$ cat src/rtl/char_pkg.sv
// Shared character-cell geometry, FSM state encoding and colour width for
// the text plotting path.
package char_pkg;
   localparam int CHAR_W  = 8;
   localparam int CHAR_H  = 10;
   localparam int MAX_LEN = 16;
   localparam int LEN_W   = 5;
   localparam int COL_W   = 6;
   localparam int PX_W    = $clog2(CHAR_W);
   localparam int PY_W    = $clog2(CHAR_H);

   typedef enum logic [1:0] {
      S_IDLE   = 2'd0,
      S_SCAN   = 2'd1,
      S_DRAIN  = 2'd2,
      S_FINISH = 2'd3
   } state_e;
endpackage

$ cat src/rtl/text_plotter_scan.sv
// Pixel/row/character counters for the cell raster walk; px fastest, then
// py, then ci. Flags the final pixel of the final character.
module text_plotter_scan
   import char_pkg::*;
(
   input  logic             clock_i,
   input  logic             reset_i,
   input  logic             clear_i,
   input  logic             step_i,
   input  logic [LEN_W-1:0] len_i,
   output logic [PX_W-1:0]  px_o,
   output logic [PY_W-1:0]  py_o,
   output logic [LEN_W-1:0] ci_o,
   output logic             last_o
);
   logic [PX_W-1:0]  px_q, px_d;
   logic [PY_W-1:0]  py_q, py_d;
   logic [LEN_W-1:0] ci_q, ci_d;
   logic             px_end, py_end;

   assign px_end = (px_q == PX_W'(CHAR_W - 1));
   assign py_end = (py_q == PY_W'(CHAR_H - 1));
   assign last_o = px_end && py_end && (ci_q == len_i - LEN_W'(1));

   always_comb begin
      px_d = px_q;
      py_d = py_q;
      ci_d = ci_q;
      if (clear_i) begin
         px_d = '0;
         py_d = '0;
         ci_d = '0;
      end else if (step_i) begin
         // Returning to zero after the last pixel leaves the query outputs idle.
         if (last_o) begin
            px_d = '0;
            py_d = '0;
            ci_d = '0;
         end else if (px_end) begin
            px_d = '0;
            if (py_end) begin
               py_d = '0;
               ci_d = ci_q + LEN_W'(1);
            end else begin
               py_d = py_q + PY_W'(1);
            end
         end else begin
            px_d = px_q + PX_W'(1);
         end
      end
   end

   always_ff @(posedge clock_i) begin
      if (reset_i) begin
         px_q <= '0;
         py_q <= '0;
         ci_q <= '0;
      end else begin
         px_q <= px_d;
         py_q <= py_d;
         ci_q <= ci_d;
      end
   end

   assign px_o = px_q;
   assign py_o = py_q;
   assign ci_o = ci_q;
endmodule

$ cat src/rtl/text_plotter.sv
// Rasterizes a string of 8x10 glyph cells into framebuffer plot writes,
// one pixel per cycle, via an external combinational glyph decoder.
module text_plotter
   import char_pkg::*;
(
   input  logic             clock_i,
   input  logic             reset_i,
   input  logic             start_i,
   input  logic [7:0]       origin_x_i,
   input  logic [7:0]       origin_y_i,
   input  logic [LEN_W-1:0] str_len_i,
   input  logic             opaque_i,
   input  logic [COL_W-1:0] bg_colour_i,
   output logic [LEN_W-1:0] char_idx_o,
   input  logic [7:0]       char_code_i,
   output logic [7:0]       glyph_code_o,
   output logic [7:0]       glyph_x_o,
   output logic [7:0]       glyph_y_o,
   input  logic [COL_W-1:0] glyph_colour_i,
   input  logic             glyph_enable_i,
   output logic [7:0]       plot_x_o,
   output logic [7:0]       plot_y_o,
   output logic [COL_W-1:0] plot_colour_o,
   output logic             plot_o,
   output logic             busy_o,
   output logic             done_o
);
   state_e           state_q, state_d;
   logic [7:0]       origin_x_q, origin_y_q;
   logic [LEN_W-1:0] len_q, len_clamped;
   logic             opaque_q;
   logic [COL_W-1:0] bg_q;
   logic             accept, scanning, last;
   logic [PX_W-1:0]  px;
   logic [PY_W-1:0]  py;
   logic [LEN_W-1:0] ci;

   logic             plot_q, plot_d;
   logic [7:0]       plot_x_q, plot_x_d, plot_y_q, plot_y_d;
   logic [COL_W-1:0] plot_colour_q, plot_colour_d;

   assign accept      = (state_q == S_IDLE) && start_i;
   assign scanning    = (state_q == S_SCAN);
   assign len_clamped = (str_len_i > LEN_W'(MAX_LEN)) ? LEN_W'(MAX_LEN) : str_len_i;

   text_plotter_scan u_scan (
      .clock_i (clock_i),
      .reset_i (reset_i),
      .clear_i (accept),
      .step_i  (scanning),
      .len_i   (len_q),
      .px_o    (px),
      .py_o    (py),
      .ci_o    (ci),
      .last_o  (last)
   );

   always_comb begin
      state_d = state_q;
      unique case (state_q)
         // An empty string still takes the drain cycle so done timing is uniform.
         S_IDLE:   if (start_i) state_d = (len_clamped == '0) ? S_DRAIN : S_SCAN;
         S_SCAN:   if (last) state_d = S_DRAIN;
         S_DRAIN:  state_d = S_FINISH;
         S_FINISH: state_d = S_IDLE;
         default:  state_d = S_IDLE;
      endcase
   end

   always_comb begin
      plot_d        = scanning && (glyph_enable_i || opaque_q);
      plot_colour_d = glyph_enable_i ? glyph_colour_i : bg_q;
      plot_x_d      = origin_x_q + 8'(ci) * 8'(CHAR_W) + 8'(px);
      plot_y_d      = origin_y_q + 8'(py);
   end

   always_ff @(posedge clock_i) begin
      if (reset_i) begin
         state_q       <= S_IDLE;
         origin_x_q    <= '0;
         origin_y_q    <= '0;
         len_q         <= '0;
         opaque_q      <= 1'b0;
         bg_q          <= '0;
         plot_q        <= 1'b0;
         plot_x_q      <= '0;
         plot_y_q      <= '0;
         plot_colour_q <= '0;
      end else begin
         state_q <= state_d;
         if (accept) begin
            origin_x_q <= origin_x_i;
            origin_y_q <= origin_y_i;
            len_q      <= len_clamped;
            opaque_q   <= opaque_i;
            bg_q       <= bg_colour_i;
         end
         plot_q <= plot_d;
         if (plot_d) begin
            plot_x_q      <= plot_x_d;
            plot_y_q      <= plot_y_d;
            plot_colour_q <= plot_colour_d;
         end
      end
   end

   assign char_idx_o    = ci;
   assign glyph_code_o  = char_code_i;
   assign glyph_x_o     = 8'(px);
   assign glyph_y_o     = 8'(py);
   assign plot_o        = plot_q;
   assign plot_x_o      = plot_x_q;
   assign plot_y_o      = plot_y_q;
   assign plot_colour_o = plot_colour_q;
   assign busy_o        = (state_q != S_IDLE);
   assign done_o        = (state_q == S_FINISH);
endmodule

$ cat config.mk
export PLATFORM = sky130hd
export DESIGN_NAME = text_plotter
export DESIGN_NICKNAME = d
export VERILOG_FILES = /design/src/rtl/char_pkg.sv /design/src/rtl/text_plotter_scan.sv /design/src/rtl/text_plotter.sv
export SDC_FILE = /design/constraint.sdc
export NUM_CORES = 1
export LEC_CHECK = 0
export ABC_AREA = 1
export CAP_MARGIN = 20
export CELL_PAD_IN_SITES_DETAIL_PLACEMENT = 1
export CELL_PAD_IN_SITES_GLOBAL_PLACEMENT = 2
export CORE_MARGIN = 1
export CORE_UTILIZATION = 26
export CTS_CLUSTER_DIAMETER = 120
export CTS_CLUSTER_SIZE = 25
export DETAILED_ROUTE_END_ITERATION = 12
export PLACE_DENSITY = 0.82
export SYNTH_ARGS = -nofsm -noshare
export SYNTH_HDL_FRONTEND = slang
export SYNTH_HIERARCHICAL = 1
export SYNTH_SLANG_ARGS = --single-unit
$ cat constraint.sdc
create_clock -name clock_i -period 2.3 [get_ports clock_i]
set_input_delay 0.575 -clock clock_i [delete_from_list [all_inputs] [get_ports clock_i]]
set_output_delay 0.575 -clock clock_i [all_outputs]
set_load 0.02 [all_outputs]
### Word-level counts from Yosys, hierarchy flattened

Index checks and enable logic that the tools add are counted.

| storage, ports and cells | value |
|---|---|
| flip-flop bits (word level) | 65 |
| bits of input ports | 46 |
| output and inout bits | 54 |
| logic and storage cells | 57 |

| cells by class | value |
|---|---|
| add/subtract/negate cells | 7 |
| magnitude comparators | 1 |
| equality and inequality tests | 8 |
| mux-type cells | 14 |
| reductions and logical operators | 14 |

Operator list:

| operator | number |
|---|---|
| 5-bit two-way mux | 4 |
| 4-bit two-way mux | 3 |
| 8-bit by 3-bit adder with 8-bit output | 1 |
| 8-bit by 4-bit adder with 8-bit output | 1 |
| 8-bit adder | 1 |
| 2-bit case mux with 4 select lines | 1 |
| 2-bit two-way mux | 3 |
| 3-bit two-way mux | 2 |
| 6-bit two-way mux | 1 |
| 2-bit nonzero test | 3 |
| 5-bit by 1-bit adder with 5-bit output, second input constant | 1 |
| 5-bit == test | 1 |
| 5-bit > comparator, second input constant | 1 |
| 5-bit logical NOT | 1 |
| 5-bit by 1-bit subtractor with 5-bit output, second input constant | 1 |
| 4-bit by 1-bit adder with 4-bit output, second input constant | 1 |
| 2-bit == test, second input constant | 2 |
| 4-bit == test, second input constant | 1 |
| 1-bit logical AND | 4 |
| 2-bit AND reduction | 2 |
| 3-bit by 1-bit adder with 3-bit output, second input constant | 1 |
| 3-bit == test, second input constant | 1 |
| 3-bit AND reduction | 1 |
| 2-bit by 1-bit == test with 1-bit output, second input constant | 1 |
| 5 further kinds | 5 |

### Logic depth before layout (Yosys ltp)

Gate-level depths: netlist of the first run.

| depth | value |
|---|---|
| depth in word-level cells | 6 |
| depth in mapped cells | 14 |
| depth with buffers taken out | 14 |

### By module

Netlist of the first run, hierarchy kept.

Modules (own cells, without submodules):

| module | instances | cells each | area an instance (um^2) | sequential area each (um^2) |
|---|---|---|---|---|
| text_plotter | 1 | 374 | 2,733.9 | 1,061.0 |
| text_plotter_scan | 1 | 137 | 839.6 | 240.2 |

### Least setup slack after synthesis of the first run

No wires, ideal clock.

| timing path | value |
|---|---|
| path kind | reg2reg |
| start point | register u_scan.py_q[0], in the netlist u_scan/py_o[0] |
| end point | register plot_y_q[6], in the netlist plot_y_o[6] |
| library setup time | 0.113 ns |
| data arrival time | 1.710 ns |
| data required time | 2.187 ns |
| setup slack | 0.477 ns |
| cell stages (with the launch flop) | 11 |
| path buffers | 0 |
| clock period less this slack | 1.823 ns |
| cell sequence | dfxtp_1 ha_1 inv_1 fa_1 nand3b_1 nand2_1 nand2_1 nand2_1 nand2_1 o21ai_1 inv_1 |

| on the way | value |
|---|---|
| word-level cells in the longest chain between the ends | 1 |

RTL lines:

| item | RTL line | text |
|---|---|---|
| start, declared | text_plotter_scan.sv:17 | `logic [PY_W-1:0] py_q, py_d;` |
| start signal, assigned | text_plotter_scan.sv:60 | `py_q <= py_d;` |
| 8-bit by 4-bit adder with 8-bit output | text_plotter.sv:74 | `plot_y_d = origin_y_q + 8'(py);` |
| end signal, assigned | text_plotter.sv:101 | `plot_y_q <= plot_y_d;` |
| end, declared | text_plotter.sv:39 | `logic [7:0] plot_x_q, plot_x_d, plot_y_q, plot_y_d;` |

Every way passes these cells.
A chain may end at the register's enable or synchronous reset.

### Worst setup path in the final report of the first run

| timing path | value |
|---|---|
| start point | register u_scan.py_q[3], in the netlist u_scan/py_o[3] |
| end point | output glyph_y_o[3] |

RTL lines:

| item | RTL line | text |
|---|---|---|
| end, declared | text_plotter.sv:18 | `output logic [7:0] glyph_y_o,` |

No word-level cell between the ends.

==> results.cfg, run 1 <==
[synthesis]
syn_area_per_cell_um2 = 6.99
synth_xor_area_share_pct = 1.23
synth-compound-area-share_pct = 14.6
post-synth-top-area-cell = dfxtp_1
synth_mux_area_share_pct = 0
synth-simple-area-share_pct = 25.5
ys_seq_area_share_pct = 36.4
yosysTopAreaCellShare_pct = 36.4
synthTopCellsByArea = dfxtp_1 (36%), nand2_1 (10%), nor2_1 (8.1%), ha_1 (7.7%), inv_1 (7.0%)
synth_area_mm2 = 0.00357
ys_types = 33
synth_top_family_by_area = simple AND/OR/NAND/NOR gates
synth_fa_ha_area_share_pct = 8.82
syn_inst = 511
yosys_warnings = 6
ys_ff_latch = 65

[setup_path]
r2r-start = u_scan/py_o[1]$_SDFFE_PP0P_
criticalPathCategory = reg -> out
endpoint_kind = output pin
cp_top_family = buffers and inverters
cp.arrival_ns = 1.54
cp-startpoint = u_scan/py_o[3]$_SDFFE_PP0P_
path_cells = clkdlybuf4s50_1
cp_max_fo = 6
crit_buf_inv = 1
cp.required_ns = 1.73
crit_path_top_delay_cell = clkdlybuf4s50_1
critPathLaunchType = flip-flop
cpPeakStageDelay_ns = 0.68

[timing]
timing_hold_violations_final = 0
finalSetupTns_ns = 0
slew_viol_final = 0
rsz0062_at_grt = no
min_period_over_period_pct = 91.8
setup_viol = 0
whs_ns = 0.457
period_minus_slack_ns = 2.11
skew_ns = 0.00610
fmax_ghz = 0.474

[hold_path]
worstHoldPathType = reg -> reg
hp-start = bg_q[4]$_SDFFE_PP0P_

[placed_design]
gp_congestion = 0.819
hpwl_um = 7990
port_buffers = 74

[floorplanning]
fp.coreArea_mm2 = 0.0133
core.rowCount = 42
ios = 100
die_y_um = 119
die_area_mm2 = 0.0142
initial_utilization_pct = 26.8
die-width_um = 119

[finish]
num_antenna_cells = 0
final_nets = 652
filler_cell_count = 1682
final_core_util_pct = 35.4
drive_gt1_share_pct = 6.47
syn_to_final_growth_pct = 32.4

[routing]
drc = 0
avgViaCountPerCell = 4.50
firstDrtPassIters = 4
antenna_left = 0
drt_iter0_drc = 116
post_drt_wl_per_cell_um = 13.8
vias = 3436
finalWirelength_um = 10600

[clocking]
holdBufCountCts = 0
clkSlewWorstSetupHoldPaths_ns = 0.06
clock_latency_ns = 0.34
root_buffer = clkbuf_16
cts_inserted_buffers = 9
cts.sinks = 65
cts_tree = yes
clk_path_buf_depth = 2
cts_setup_buffers = 0
htreeDepth = 3

[grt]
grt_start_max_net_pins = 39
overflow = 0
grt_pass1_wl_um = 17700
grt_pass1_vias = 3599
grt_use_total_pct = 16.0
antenna_found_initial = 0

[status]
status = complete, no violations

[power]
leakage_nw = 2.07
ir_drop_uv = 420
cellPowerDensity_mw_per_mm2 = 950

[flow_run]
maxCapViolations = 0
[layout make-up]
cell class,instances,area (µm²),share of cell area [%]
Clock inverter,6,67.6,1.43
Multi-Input combinational cell,353,1830,38.6
Clock buffer,10,229,4.84
Inverter,69,259,5.48
Tap cell,176,220,4.66
Timing Repair Buffer,84,827,17.5
Sequential cell,65,1300,27.5
[final timing paths]
path / to / slack, ns / cells after the start
max reg2reg: state_q[0]$_SDFFE_PP0P_ / 0.38 / 12
min: bg_q[4]$_SDFFE_PP0P_ / 0.46 / 2
min reg2reg: bg_q[4]$_SDFFE_PP0P_ / 0.46 / 2
max: glyph_y_o[3] / 0.19 / 1
[Yosys cell counts (all sizes together)]
cell type and instances:
fa 2, nand3b 3, o22ai 1, or2 1, a211oi 1, a21oi 43
buf 27, o211ai 3, nand4 5, xnor2 1, dfxtp 65, inv 69
nor2 80, nand3 25, ha 22, xor2 4, clkbuf 5, conb 1
a22oi 4, nand2 99, o21ai 46, nor3 4
[state kept, by name (all words and copies together) (netlist names)]
register,count
u_scan/ci_o,5
origin_x_q,8
state_q,2
u_scan/px_o,3
len_q,5
bg_q,6
opaque_q,1
plot_y_o,8
origin_y_q,8
plot_x_o,8
u_scan/py_o,4
plot_colour_o,6
plot_o,1
[metal layers]
layer	vias up	GRT usage, %	part of all wire [%]
met5	-	0	0
met4	0	4.59	1.3
met3	9	4.60	4.5
met2	59	28.5	50
met1	1625	18.3	45
li1	1743	-	-
[cells in the final DEF, fill, tap and decap left out, types with 5 or more instances in the layout]
cell type         n
nand3_1          23
nand4_1           5
inv_1            67
nand2_1          97
buf_4             9
ha_1             22
nor2_1           77
o21ai_0          39
clkbuf_16         9
clkdlybuf4s50_1  73
a21oi_1          42
dfxtp_1          65
o21ai_1           5
conb_1            9
[cells by family after synthesis]
family | Yosys count
AOI/OAI and AO/OA | 98
xor gates and xnor gates | 5
adders and majority gates | 24
and+or+nand+nor | 217
buffers and inverters | 101
DFF | 65
other | 1
[through the flow]
| step | std cells | worst slack, ns | area [µm²] | power (mW) |
|---|---|---|---|---|
| final | 763 | 0.188 | 4730 | 4.49 |
| after global routing | 763 | 0.135 | 4730 | 4.79 |
| after CTS | 763 | 0.143 | 4730 | 4.55 |
| after detailed placement | 747 | 0.227 | 4430 | 3.15 |
| after global placement | 747 | 0.297 | 4430 | 3.11 |
| after floorplan | 519 | 0.477 | 3600 | 2.57 |
[repair_timing]
item                                   in CTS  in global routing
resized for setup                           1                  0
setup endpoints to repair                   1                  0
endpoints found under the hold margin       0                  0
[report_power, final]
part	leakage, nW	internal [mW]	switching, mW
registers	0.533	1.38	0.178
logic	1.40	0.635	0.925
clock network	0.139	0.842	0.534
(Power assumes the default switching activity.)
==> inputs of run 2 (changes only) <==
Settings changed: CORE_MARGIN 1 to 1.5.
==> results.cfg, run 2 (synthesis gave the netlist of run 1 again) <==
[flow_run]
maxCapViolations = 0

[clocking]
clkSlewWorstSetupHoldPaths_ns = 0.06
clk_path_buf_depth = 2
cts_tree = yes
holdBufCountCts = 0
root_buffer = clkbuf_16
cts_inserted_buffers = 9
htreeDepth = 3
clock_latency_ns = 0.33
cts.sinks = 65

[floorplanning]
core.rowCount = 42
die_area_mm2 = 0.0145
fp.coreArea_mm2 = 0.0133
die_y_um = 120
ios = 100
initial_utilization_pct = 26.8
die-width_um = 120

[placed_design]
port_buffers = 74
place_ws_ns = 0.291
gp_congestion = 0.832
hpwl_um = 7940

[setup_path]
path_cells = clkdlybuf4s50_1
cp-startpoint = u_scan/py_o[2]$_SDFFE_PP0P_
critPathLaunchType = flip-flop
r2r-start = u_scan/py_o[1]$_SDFFE_PP0P_
cp.required_ns = 1.73
cpPeakStageDelay_ns = 0.68
cp_max_fo = 5
crit_path_top_delay_cell = clkdlybuf4s50_1
cp.arrival_ns = 1.52
endpoint_kind = output pin
cp_top_family = buffers and inverters
crit_buf_inv = 1
criticalPathCategory = reg -> out

[timing]
finalSetupTns_ns = 0
period_minus_slack_ns = 2.10
slew_viol_final = 0
fmax_ghz = 0.477
timing.final.ws_setup_ns = 0.205
timing_hold_violations_final = 0
rsz0062_at_grt = no
skew_ns = 0.00623
setup_viol = 0
min_period_over_period_pct = 91.1

[routing]
drc = 0
finalWirelength_um = 10400
antenna_left = 0
post_drt_wl_per_cell_um = 13.6
drt_iter0_drc = 100
avgViaCountPerCell = 4.50
firstDrtPassIters = 4
vias = 3432

[grt]
grt_pass1_vias = 3664
grt_pass1_wl_um = 17500
overflow = 0
grt_start_max_net_pins = 33
antenna_found_initial = 0
grt_use_total_pct = 15.3

[finish]
syn_to_final_growth_pct = 31.5
final_core_util_pct = 35.2
drive_gt1_share_pct = 6.14
filler_cell_count = 1680
final_common_cell = nand2_1
multi_input_comb_area_mm2 = 0.00183
final_cell_mix = nand2_1 (97), nor2_1 (77), clkdlybuf4s50_1 (73)
final_nets = 654
seq_area_mm2 = 0.00130
num_antenna_cells = 0

[power]
leakage_nw = 2.06
ir_drop_uv = 363
cellPowerDensity_mw_per_mm2 = 921

[status]
status = complete, no violations

[hold_path]
worstHoldPathType = reg -> reg
hp-start = bg_q[2]$_SDFFE_PP0P_
==> run 2: cell count changes in the layout (fill, tap and decap cells not counted), sizes merged <==
cell | previous run | this run
clkbuf | 10 | 12
clkinvlp | 2 | 0
inv | 70 | 69
bufinv | 1 | 0
clkinv | 2 | 1
buf | 10 | 12
==> run 2: layout make-up <==
type,count,area share (%)
inverter,69,5.51
clock inverter,1,0.106
timing repair buffer,86,17.9
sequential,65,27.7
clock buffer,12,5.24
tap,176,4.69
multi-input combinational,353,38.8
==> run 2: worst paths after layout <==
path                                   to  slack [ns]  depth (start not counted)
setup reg to reg  state_q[1]$_SDFFE_PP0P_        0.42                         12
setup / recovery             glyph_y_o[2]        0.20                          1
hold / removal       bg_q[2]$_SDFFE_PP0P_        0.45                          2
hold reg to reg      bg_q[2]$_SDFFE_PP0P_        0.45                          2
==> run 2: repair_timing <==
item                       4_1_cts  5_1_grt
setup endpoints to repair        1        0
buffers inserted                 0        0
resized for setup                1        0
==> run 2: per-stage QoR <==
step           total power, mW  hold slack, ns  cells  cell area, µm²
2_1_floorplan             2.57           0.430    519            3600
3_3_place_gp              3.12           0.438    749            4450
3_5_place_dp              3.17           0.449    749            4450
4_1_cts                   4.41           0.458    762            4700
5_1_grt                   4.65           0.486    762            4700
6_report                  4.33           0.455    762            4700
==> run 2: report_power, final <==
part           internal [mW]  switching (mW)  leakage (nW)
logic                  0.653           0.931          1.41
clock network          0.739           0.466         0.124
registers               1.38           0.159         0.533
total                   2.77            1.56          2.06
==> run 2: per-layer routing <==
metal / track usage (%) / part of all wire [%] / up-vias
li1: - / - / 1753
met1: 18.0 / 45 / 1614
met2: 27.3 / 50 / 54
met3: 3.96 / 4.6 / 11
met4: 4.49 / 0.90 / 0
met5: 0 / 0 / -
